--- config.mk ---
export PLATFORM = sky130hd
export DESIGN_NAME = stopwatch_bcd
export DESIGN_NICKNAME = d
export VERILOG_FILES = /design/src/rtl/stopwatch_bcd_pkg.sv /design/src/rtl/stopwatch_bcd_digit.sv /design/src/rtl/stopwatch_bcd.sv
export SDC_FILE = /design/constraint.sdc
export NUM_CORES = 1
export LEC_CHECK = 0
export ABC_CLOCK_PERIOD_IN_PS = 2400
export CAP_MARGIN = 20
export CORE_MARGIN = 1
export CORE_UTILIZATION = 40
export DETAILED_ROUTE_END_ITERATION = 7
export PLACE_DENSITY = 0.75
export SYNTH_ARGS = -nofsm -noshare
export SYNTH_HDL_FRONTEND = slang
export SYNTH_SLANG_ARGS = --single-unit
--- constraint.sdc ---
create_clock -name clk -period 2.4 [get_ports clk]
set_input_delay 0.24 -clock clk [delete_from_list [all_inputs] [get_ports clk]]
set_output_delay 0.24 -clock clk [all_outputs]
set_load 0.1 [all_outputs]
--- src/rtl/stopwatch_bcd_pkg.sv ---
`default_nettype none
// ============================================================================
// Module  : stopwatch_bcd_pkg
// Brief   : Shared FSM state encodings and BCD digit limits for the
//           stopwatch_bcd block.
// Revision: 1.0 - initial release
// ============================================================================
package stopwatch_bcd_pkg;

  typedef enum logic [1:0] {
    ST_IDLE  = 2'd0,
    ST_RUN   = 2'd1,
    ST_PAUSE = 2'd2
  } state_t;

  localparam logic [3:0] DIG_MAX      = 4'd9;
  localparam logic [3:0] SEC_TENS_MAX = 4'd5;

endpackage
`default_nettype wire

--- src/rtl/stopwatch_bcd_digit.sv ---
`default_nettype none
// ============================================================================
// Module  : bcd_digit
// Brief   : Single BCD digit counter with programmable rollover limit.
//           carry is combinational so a whole chain advances in one cycle.
// Revision: 1.0 - initial release
// ============================================================================
module bcd_digit (
  input  logic       clk,
  input  logic       reset_n,
  input  logic       clr,
  input  logic       inc,
  input  logic [3:0] limit,
  output logic [3:0] q,
  output logic       carry
);

  // Rollover happens on the same increment that carries into the next digit
  assign carry = inc && (q == limit);

  // Digit register: clear has priority over increment
  always_ff @(posedge clk) begin
    if (!reset_n) begin
      q <= 4'd0;
    end else if (clr) begin
      q <= 4'd0;
    end else if (inc) begin
      q <= (q == limit) ? 4'd0 : q + 4'd1;
    end
  end

endmodule
`default_nettype wire

--- src/rtl/stopwatch_bcd.sv ---
`default_nettype none
// ============================================================================
// Module  : stopwatch_bcd
// Brief   : MM:SS.hh BCD stopwatch with start/stop/clear control, driven by
//           an edge-detected 100 Hz tick sampled in the system clock domain.
//           Optional lap-hold display enabled by STOPWATCH_LAP_HOLD_EN.
// Revision: 1.0 - initial release
// ============================================================================
module stopwatch_bcd
  import stopwatch_bcd_pkg::*;
#(
  parameter int MAX_MIN     = 59,
  parameter bit STARTUP_RUN = 1'b0
) (
  input  logic       clk,
  input  logic       reset_n,
  input  logic       tick_in,
  input  logic       start_stop,
  input  logic       clear,
  input  logic       lap,
  output logic [3:0] cs_ones,
  output logic [3:0] cs_tens,
  output logic [3:0] sec_ones,
  output logic [3:0] sec_tens,
  output logic [3:0] min_ones,
  output logic [3:0] min_tens,
  output logic       running,
  output logic       wrap_pulse
);

  localparam logic [3:0] MAX_MIN_TENS = 4'(MAX_MIN / 10);
  localparam logic [3:0] MAX_MIN_ONES = 4'(MAX_MIN % 10);
  localparam state_t     RESET_STATE  = STARTUP_RUN ? ST_RUN : ST_IDLE;

  logic   tick_d, ss_d;
  logic   tick_pulse, ss_pulse, count_en;
  state_t state, next_state;

  logic [3:0] q_cs_o, q_cs_t, q_s_o, q_s_t, q_m_o, q_m_t;
  logic       c_cs_o, c_cs_t, c_s_o, c_s_t, c_m_o, c_m_t;
  logic [3:0] min_ones_limit;
  logic [23:0] live_bus, shown;

  // Edge-detect history registers; reset high so release never fakes an edge
  always_ff @(posedge clk) begin
    if (!reset_n) begin
      tick_d <= 1'b1;
      ss_d   <= 1'b1;
    end else begin
      tick_d <= tick_in;
      ss_d   <= start_stop;
    end
  end

  assign tick_pulse = tick_in & ~tick_d;
  assign ss_pulse   = start_stop & ~ss_d;

  // State register and registered running flag tracking the next state
  always_ff @(posedge clk) begin
    if (!reset_n) begin
      state   <= RESET_STATE;
      running <= STARTUP_RUN;
    end else begin
      state   <= next_state;
      running <= (next_state == ST_RUN);
    end
  end

  // Next-state logic: clear dominates, otherwise start_stop edge toggles
  always_comb begin
    next_state = state;
    if (clear) begin
      next_state = ST_IDLE;
    end else if (ss_pulse) begin
      case (state)
        ST_IDLE:  next_state = ST_RUN;
        ST_RUN:   next_state = ST_PAUSE;
        ST_PAUSE: next_state = ST_RUN;
        default:  next_state = ST_IDLE;
      endcase
    end
  end

  // Ticks count only while running; a pause request in the same cycle still
  // lets this tick through because the decision uses the current state
  assign count_en = (state == ST_RUN) && tick_pulse;

  // Minute ones roll over early when the tens digit is at its top value
  assign min_ones_limit = (q_m_t == MAX_MIN_TENS) ? MAX_MIN_ONES : DIG_MAX;

  bcd_digit u_cs_ones (.clk(clk), .reset_n(reset_n), .clr(clear), .inc(count_en),
                       .limit(DIG_MAX), .q(q_cs_o), .carry(c_cs_o));
  bcd_digit u_cs_tens (.clk(clk), .reset_n(reset_n), .clr(clear), .inc(c_cs_o),
                       .limit(DIG_MAX), .q(q_cs_t), .carry(c_cs_t));
  bcd_digit u_sec_ones (.clk(clk), .reset_n(reset_n), .clr(clear), .inc(c_cs_t),
                        .limit(DIG_MAX), .q(q_s_o), .carry(c_s_o));
  bcd_digit u_sec_tens (.clk(clk), .reset_n(reset_n), .clr(clear), .inc(c_s_o),
                        .limit(SEC_TENS_MAX), .q(q_s_t), .carry(c_s_t));
  bcd_digit u_min_ones (.clk(clk), .reset_n(reset_n), .clr(clear), .inc(c_s_t),
                        .limit(min_ones_limit), .q(q_m_o), .carry(c_m_o));
  bcd_digit u_min_tens (.clk(clk), .reset_n(reset_n), .clr(clear), .inc(c_m_o),
                        .limit(MAX_MIN_TENS), .q(q_m_t), .carry(c_m_t));

  // Carry out of the top digit marks the full-scale wrap to zero
  always_ff @(posedge clk) begin
    if (!reset_n) begin
      wrap_pulse <= 1'b0;
    end else begin
      wrap_pulse <= c_m_t & ~clear;
    end
  end

  assign live_bus = {q_m_t, q_m_o, q_s_t, q_s_o, q_cs_t, q_cs_o};

`ifdef STOPWATCH_LAP_HOLD_EN
  logic        lap_d, lap_pulse, hold;
  logic [23:0] disp;

  assign lap_pulse = lap & ~lap_d;

  // Lap hold: freeze a snapshot on the display while counting continues
  always_ff @(posedge clk) begin
    if (!reset_n) begin
      lap_d <= 1'b1;
      hold  <= 1'b0;
      disp  <= 24'd0;
    end else begin
      lap_d <= lap;
      if (clear || ((state == ST_RUN) && ss_pulse)) begin
        hold <= 1'b0;
      end else if ((state == ST_RUN) && lap_pulse) begin
        hold <= ~hold;
        if (!hold) begin
          disp <= live_bus;
        end
      end
    end
  end

  assign shown = hold ? disp : live_bus;
`else
  logic unused_lap;
  assign unused_lap = lap;
  assign shown      = live_bus;
`endif

  assign {min_tens, min_ones, sec_tens, sec_ones, cs_tens, cs_ones} = shown;

endmodule
`default_nettype wire
==> results of run 1 <==
-- layer usage --
layer,share of wire [%],wire length [um],up-vias,global-route usage [%]
met1,42,1410,660,21.8
li1,-,-,676,-
met2,51,1700,36,33.6
met4,2.2,72,0,10.5
met3,4.6,155,8,4.62
met5,0,0,-,0
-- metrics by stage --
step / hold slack, ps / power, uW
2_1_floorplan: 313 / 529
3_3_place_gp: 470 / 541
3_5_place_dp: 481 / 541
4_1_cts: 458 / 869
5_1_grt: 466 / 892
6_report: 458 / 864
-- synth_stat cells, types with 2 or more instances --
cell                       instances
sky130_fd_sc_hd__dfxtp_1          30
sky130_fd_sc_hd__nor2_1           15
sky130_fd_sc_hd__nand2_1          14
sky130_fd_sc_hd__a21oi_1          13
sky130_fd_sc_hd__nor2b_1          13
sky130_fd_sc_hd__or4_1             8
sky130_fd_sc_hd__o21ai_0           7
sky130_fd_sc_hd__clkbuf_1          6
sky130_fd_sc_hd__o31ai_1           6
sky130_fd_sc_hd__nand4_1           5
sky130_fd_sc_hd__inv_1             4
sky130_fd_sc_hd__nand2b_1          4
sky130_fd_sc_hd__nand3_1           4
sky130_fd_sc_hd__nor4bb_1          4
sky130_fd_sc_hd__a31oi_1           3
sky130_fd_sc_hd__or3_1             3
sky130_fd_sc_hd__xnor2_1           3
sky130_fd_sc_hd__xor2_1            3
sky130_fd_sc_hd__and3_1            2
sky130_fd_sc_hd__mux2_2            2
-- state kept, by name, summed over array words and instances (netlist names), 2 cells and up --
signal	flops
state	2
u_cs_ones.q	4
u_cs_tens.q	4
u_min_ones.q	4
u_min_tens.q	4
u_sec_ones.q	4
u_sec_tens.q	4
-- final cells by class --
| class | instances | area, sq um |
|---|---|---|
| Fill cell | 334 | 1560 |
| Inverter | 4 | 15.0 |
| Clock buffer | 6 | 51.3 |
| Clock inverter | 2 | 12.5 |
| Tap cell | 46 | 57.6 |
| Sequential cell | 30 | 614 |
| Multi-Input combinational cell | 124 | 779 |
| Timing Repair Buffer | 35 | 273 |
-- kinds of logic (layout without fill, tap and decap cells) --
| logic type | Yosys count | after routing | synth area share (%) |
|---|---|---|---|
| AO/OA/AOI/OAI | 35 | 35 | 15.3 |
| AND/OR/NAND/NOR | 80 | 80 | 33.5 |
| XOR/XNOR | 6 | 6 | 3.69 |
| multiplexers | 3 | 3 | 2.29 |
| flip-flops | 30 | 30 | 42.2 |
| buffers and inverters | 11 | 47 | 2.99 |
-- worst reg2reg max path, cell delays in order, from the launching register on --
cell	delay [ps]
sky130_fd_sc_hd__dfxtp_2	410
sky130_fd_sc_hd__or3b_4	430
sky130_fd_sc_hd__or4b_4	580
sky130_fd_sc_hd__or4b_1	490
sky130_fd_sc_hd__a21oi_1	160
-- path summary, 6_finish.rpt --
check                        from              end  slack [ps]  depth (start not counted)
setup / recovery  u_sec_ones.q[3]  u_min_tens.q[2]         260                          4
hold / removal            reset_n           tick_d         460                          2
setup reg to reg  u_sec_ones.q[3]  u_min_tens.q[2]         260                          4
hold reg to reg   u_min_tens.q[0]  u_min_tens.q[0]         490                          2
-- power breakdown --
part / internal (uW) / leakage, uW / total [uW] / switching [uW]
Combinational: 12.2 / 0.000374 / 28.8 / 16.6
Clock: 141 / 0.0000343 / 334 / 194
Sequential: 500 / 0.000248 / 501 / 1.16
==> impl_summary.md, run 1 <==
Outcome
The flow ran to the end, and the final reports show no timing, DRC or antenna violations.

CTS
After clock tree synthesis, the setup repair step added 0 buffers. The number of hold buffers added after CTS was 0. The clock root buffer is sky130_fd_sc_hd__clkbuf_4. The number of CTS-inserted buffers is 5. The clock drives 30 sinks.

The CTS tree is yes. The clock tree synthesis step divided the H-tree into 2 levels. After clock tree synthesis, the clock-pin slew on the worst setup and hold paths is 100 ps.

Clock latency on the worst-skew pair, taken at its later pin, is 350 ps. No sink is reached through more buffers than the 2 on the longest clock path. The number of cells upsized or downsized after cts is 0.

Power
In this run the static leakage power is 0.000657 uW. IR analysis of the VDD net gives a maximum drop of 246 uV. The power density relative to cell area is around 480 nW/um^2.

STA
Between clock sinks in the finished design, the worst skew comes to 8.47 ps. The final hold violation count is 0. For the final routed database, the setup TNS stands at 0 ps.

The achievable frequency is ~470 MHz. The number of pins exceeding their max-slew limit in the final report is 0. The worst path uses 89.1% of the clock period.

The time the worst path needs with I/O delays and setup is around 2100 ps. The relative slew slack is 64.7%. Setup repair after global routing left no endpoint under its margin. The final setup violation count is 0. After layout, the worst setup slack is 262 ps.

For the pin with the worst max-slew slack, the measured transition is 523 ps.

Critical path
The signal on the critical path passes through or3b_4 > or4b_4 > or4b_1 > a21oi_1. Among cell families on the critical path, the largest total delay comes from simple AND/OR/NAND/NOR gates. The worst setup path is launched from a flop. At the worst endpoint, the arrival time is between 2000 and 2500 ps.

The count of buffer and inverter cells on the critical path is 0. STA classifies the critical path endpoint as a flop. In this run the worst path has a maximum fanout of 7. The largest stage delay on the critical path is around 580 ps. STA puts the critical path data required time at about 2700 ps.

The cell with the largest stage delay on the worst path is sky130_fd_sc_hd__or4b_4. The critical path is of the reg -> reg type.

Floorplanning
The floorplan has 21 rows. The area inside the core boundary is 3360 sq um. The total I/O pin count is 32. The initial standard-cell utilization of the core is 42.3%. From bottom edge to top edge, the die measures between 60 and 70 um. The overall die area is 3800 sq um. The die is 61.6 um wide.

Place
After detailed placement, the total cell area comes to around 1700 sq um. The congestion estimate from routability-driven global placement came to 0.817. Including well taps, the total number of placed cells is 239. The placement-stage worst setup slack is 174 ps. In this run the tool buffered the top-level ports with 30 buffer cells. The estimated wirelength of the detail-placed design is 2360 um.

Final layout
In the final design database the tool counted 206 nets. Leaving out fill and tap cells, the most frequent cells in the layout are 31 x sky130_fd_sc_hd__buf_4, 19 x sky130_fd_sc_hd__dfxtp_1, 15 x sky130_fd_sc_hd__nor2_1, 14 x sky130_fd_sc_hd__nand2_1. The count of placed standard cells in the final layout, fillers left out is 247. The library cell used most frequently in the layout, excluding fill and tap cells, is sky130_fd_sc_hd__buf_4. Of the cells placed in the final design, the portion with a size suffix greater than 1 is ~29%.

After routing the design area is 1800 sq um. The share of the core filled with cells in the final layout is 53.6%. From synthesis to final layout, the design area changed by 26.7%. The final antenna diode count is 0.

Global route
The initial antenna violation count was 0. The first global-routing pass estimated 5340 um of wire. The total routing resource utilization after global routing is approximately a fifth. The via count of the first global-routing pass is 1,220.

Summed over all layers, the global routing overflow is 0. Entering global routing, the biggest net connects 21 pins.

Synthesis
The synthesized net count is 171. The number of different library cells used by synthesis comes to 36. The synthesized netlist occupies a cell area of 1420 sq um. Each instance of the synthesized netlist takes up on average 8.62 sq um. The count of synthesis-stage warnings from yosys is 0. The synthesized instance count is 165. In this run the biggest area consumer among cell types represents 42.2% of the synthesized area. The async set or reset register ratio after synthesis is 0%. Of the synthesized area, sequential elements account for 42.2%.

The number of enable-type register cells in the synthesized netlist is 0. The primary flip-flop cell chosen by synthesis mapping is sky130_fd_sc_hd__dfxtp_1. Of all cell types, the one taking the most synthesized area is sky130_fd_sc_hd__dfxtp_1.

After synthesis, the cell types taking the most area are sky130_fd_sc_hd__dfxtp_1 42%, sky130_fd_sc_hd__nor2b_1 5.7%, sky130_fd_sc_hd__a21oi_1 4.6%, sky130_fd_sc_hd__or4_1 4.2%, sky130_fd_sc_hd__nor2_1 4.0%. The synthesis-stage register bit count is 30.

Detailed routing
The first TritonRoute pass finished after 4 iterations. In the routed design, unresolved DRC markers number 0. The total wire length after detailed routing is 3340 um. The average via count per standard cell is 5.59. The total via count in the routed design is 1,380. The detailed router finished its first iteration with 71 violations. The post-detailed-route wirelength per cell is 13.5 um. In this run the remaining antenna-violating nets after routing total 0.

Hold path
The min-delay analysis places its worst path in the category in -> reg.

Job
The tool flagged a number of max-cap violations equal to 0.
No activity file was read; power rests on OpenSTA's default activity.
==> run 2, diff against run 1 <==
SLEW_MARGIN = 10   (was not set)
==> results of run 2 <==
Same layout as run 1: the final DEF is identical, and so are final timing and power.
==> run 3, diff against run 2 <==
ABC_AREA = 1   (was not set)
PLACE_DENSITY = 0.66   (was 0.75)
==> run 3 against run 2 <==
Net effect:
- synthesized cell count rose by 20%
- register-to-register slack improved by 750 ps
- clock skew barely moved
- sequential share of layout area fell by 0.90 points
- area after synthesis rose by 2.8%
- die area rose by 2.7%
- core utilization fell by 0.60 points
- largest power group unchanged
==> impl_summary.md, run 3 <==
Detailed routing
The number of remaining DRC errors was 0 (unchanged). The first-pass detailed-route iteration total is 4 (unchanged). The total via count in the routed design is 1,305 (-5.4%).

The antenna violation net count after detailed routing was 0 (unchanged). The total wire length after detailed routing came to 2660 um (-20%). The average via count per standard cell was 4.63 (-17%).

The iteration-0 DRC count of the detailed router is 53 (-25%). The post-detailed-route wirelength per cell came to 9.45 um (-30%).

CTS
The clock insertion delay at the later pin of the skew report is 340 ps (about the same). The count of H-tree levels built during CTS is 2 (unchanged). The largest buffer count on any clock path is 2 (unchanged). The clock slew seen by the registers of the worst setup and hold paths was 100 ps (about the same). The CTS tree is yes. The hold buffer count at CTS is 0 (unchanged).

The root buffer cell chosen for the clock tree is sky130_fd_sc_hd__clkbuf_4. The clock sink count came to 30 (unchanged). The number of CTS-inserted buffers is 5 (unchanged). The number of buffers added for setup after CTS is 0 (unchanged). The number of cells upsized or downsized after cts is 0 (unchanged).

STA
The final setup violation count is 0 (unchanged). The time the worst path needs with I/O delays and setup is 1390 ps (-750 ps). The setup skew after layout is 8.04 ps (-0.430 ps).

The number of pins exceeding their max-slew limit in the final report is 0 (unchanged). The final hold violation count is 0 (unchanged). The measured slew at the worst slew-check pin came to 436 ps (-87.0 ps). The worst-case hold slack is 443 ps (-15.1 ps). The achievable frequency is 721 MHz (+54%).

The sum of negative setup slack is 0 ps (unchanged). Setup repair after global routing left no endpoint under its margin. The relative slew slack is 70.9% (+6.2 points). The fraction of the cycle the final worst path needs is 57.8% (-31 points). The setup slack after layout came to 1010 ps (+750 ps).

Floorplanning
The horizontal die dimension is 62.5 um (+1.4%). The die height was 62.5 um (+1.4%). The area inside the core boundary is 3420 sq um (+1.6%). The total I/O pin count is 32 (unchanged). The overall die area was 3900 sq um (+2.7%). The initial standard-cell utilization of the core was 42.8% (+0.52 points).

The cell row count was 21 (unchanged).

Place
The placement-stage worst setup slack is 657 ps (+483 ps). The routability congestion estimate from global placement was 0.800 (-2.1%). The number of input and output port buffers inserted is 30 (unchanged). The post-detailed-placement cell area was 1750 sq um (+0.65%). The estimated wirelength of the detail-placed design is 1970 um (-16%).

Synthesis
The async set or reset register ratio after synthesis is 0% (unchanged). The average footprint of a synthesized cell came to 7.39 sq um (-14%). The number of enable-type register cells in the synthesized netlist is 0 (unchanged). Summed over all instances, the cell type with the most area after synthesis is sky130_fd_sc_hd__dfxtp_1. The proportion of netlist area held by the largest area contributor came to 41.1% (-1.2 points). The library cell with the highest instance count after synthesis is sky130_fd_sc_hd__nand2_1. In the synthesized netlist the dominant register cell turns out to be sky130_fd_sc_hd__dfxtp_1. The fraction of the yosys area taken by sequential cells is 41.1% (-1.2 points). The synthesized net count is 204 (+19%). The unique cell type count in the Yosys netlist came to 33 (-8.3%). By area the synthesized netlist is led by sky130_fd_sc_hd__dfxtp_1 41%, sky130_fd_sc_hd__nand2_1 9.0%, sky130_fd_sc_hd__inv_1 8.0%, sky130_fd_sc_hd__nor2_1 5.9%, sky130_fd_sc_hd__a21oi_1 5.1%. The count of synthesis-stage warnings from yosys came to 0 (unchanged).

The synthesized instance count came to 198 (+20%). Ranked by instance count, the synthesized netlist is headed by 35 x sky130_fd_sc_hd__nand2_1, 31 x sky130_fd_sc_hd__inv_1, 30 x sky130_fd_sc_hd__dfxtp_1. The post-synthesis instance area was 1460 sq um (+2.8%).

The synthesis-stage register bit count is 30 (unchanged).

Final layout
In the layout the commonest cells are 35 x sky130_fd_sc_hd__nand2_1, 31 x sky130_fd_sc_hd__inv_1, 30 x sky130_fd_sc_hd__dfxtp_1, 28 x sky130_fd_sc_hd__buf_4, 23 x sky130_fd_sc_hd__nor2_1. The commonest non-fill, non-tap cell in the layout is sky130_fd_sc_hd__nand2_1. The cell area after layout was 1810 sq um (+0.42%). The final antenna diode count was 0 (unchanged). The final-layout fill cell count was 329 (-1.5%). The net count reported at finish came to 241 (+17%). The area added between synthesis and finish is 23.8%. The area taken by multi-input logic gates is 706 sq um (-9.5%). The footprint of the flip-flops and latches is 601 sq um (-2.2%).

The share of post-route cells with drive strength above 1 came to 23.3% (-5.6 points).

Critical path
The critical path capture point type is a flop. The data arrival at the endpoint of the critical path came to 1660 ps (-760 ps). The worst path required time came to 2670 ps (-20 ps).

The biggest fanout along the worst timing path came to 13 (+6). The startpoint kind of the worst setup timing path is a flop. The slowest stage of the critical path belongs to the cell sky130_fd_sc_hd__dfxtp_1.

The category of the most critical setup path is reg -> reg. The largest stage delay on the critical path is 390 ps (-190 ps). The critical path goes through inv_1 > nor2_1 > nand2_2 > nor2_8 > nand2_4 > clkinv_2 > nand2_1 > a21oi_1.

Global route
The pin count of the biggest net entering global routing is 14 (-33%). The initial antenna violation count was 0 (unchanged). The via count of the first global-routing pass came to 1,175 (-3.7%). The total routing resource utilization after global routing is 15.6% (-3.8 points). The wire length of the first global-routing pass is 4770 um (-11%). The overflow left after global routing is 0 (unchanged).

Power
The power density relative to cell area is 473 nW/um^2 (-1.4%). The leakage power of the design was 0.000791 uW (+20%). The worst-case vdd ir drop is 331 uV (+35%).

Outcome
The flow ran to the end, and the final reports show no timing, DRC or antenna violations.

Hold path
In this run the worst hold path is classified as in -> reg.

Job
The number of max-cap violations came to 0 (unchanged).
run 3: changes by cell type in the layout (fill, tap and decap cells not counted), sizes merged, moves of 6 or more:
cell | before | now
inv | 4 | 34
nand2 | 14 | 40
nor2 | 15 | 29
nor2b | 13 | 0
or4 | 9 | 0
nand3 | 4 | 10
nor3 | 0 | 6
o31ai | 6 | 0
run 3: layer usage:
layer  part of all wire (%)  track usage (%)  vias up
met3                    4.0             3.83        8
li1                       -                -      709
met2                     44             25.0       26
met4                    2.9             11.3        0
met5                      0                0        -
met1                     49             17.9      562
run 3: worst paths after layout:
check | start | end | slack [ps] | cells past startpoint
max | u_sec_ones.q[0] | u_min_ones.q[0] | 1010 | 8
max reg2reg | u_sec_ones.q[0] | u_min_ones.q[0] | 1010 | 8
min reg2reg | u_cs_ones.q[2] | u_cs_ones.q[2] | 500 | 2
min | start_stop | ss_d | 440 | 3
run 3: stage by stage:
stage	power [uW]	util (%)	instances
after global placement	547	51.2	274
after detailed placement	547	51.2	274
after floorplan	533	-	198
final	856	53.0	282
after CTS	869	53.0	282
after global routing	899	53.0	282
run 3: where the power goes:
group / switching, uW / internal [uW]
combinational: 19.9 / 13.7
clock: 179 / 142
sequential: 0.934 / 500
total: 200 / 656
run 3: cell families after synthesis:
| group | Yosys count | synth area share, % |
|---|---|---|
| xor gates and xnor gates | 3 | 1.80 |
| and+or+nand+nor | 98 | 36.1 |
| buffers and inverters | 38 | 10.7 |
| AOI/OAI and AO/OA | 29 | 10.4 |
| DFF | 30 | 41.1 |
run 3: layout make-up:
type,count,share of cell area [%]
multi-input cells,130,39.0
flip-flops and latches,30,33.2
repair buffers,32,13.8
inverters,36,7.53
well taps,46,3.18
clock buffers,7,3.04
clock inverters,1,0.276
run 3: worst max-delay path, delay by kind of cell (launching register included):
kind | cells | cell delay (ps)
compound gates | 1 | 120
buf+inv | 2 | 160
flops | 1 | 390
simple gates | 5 | 660
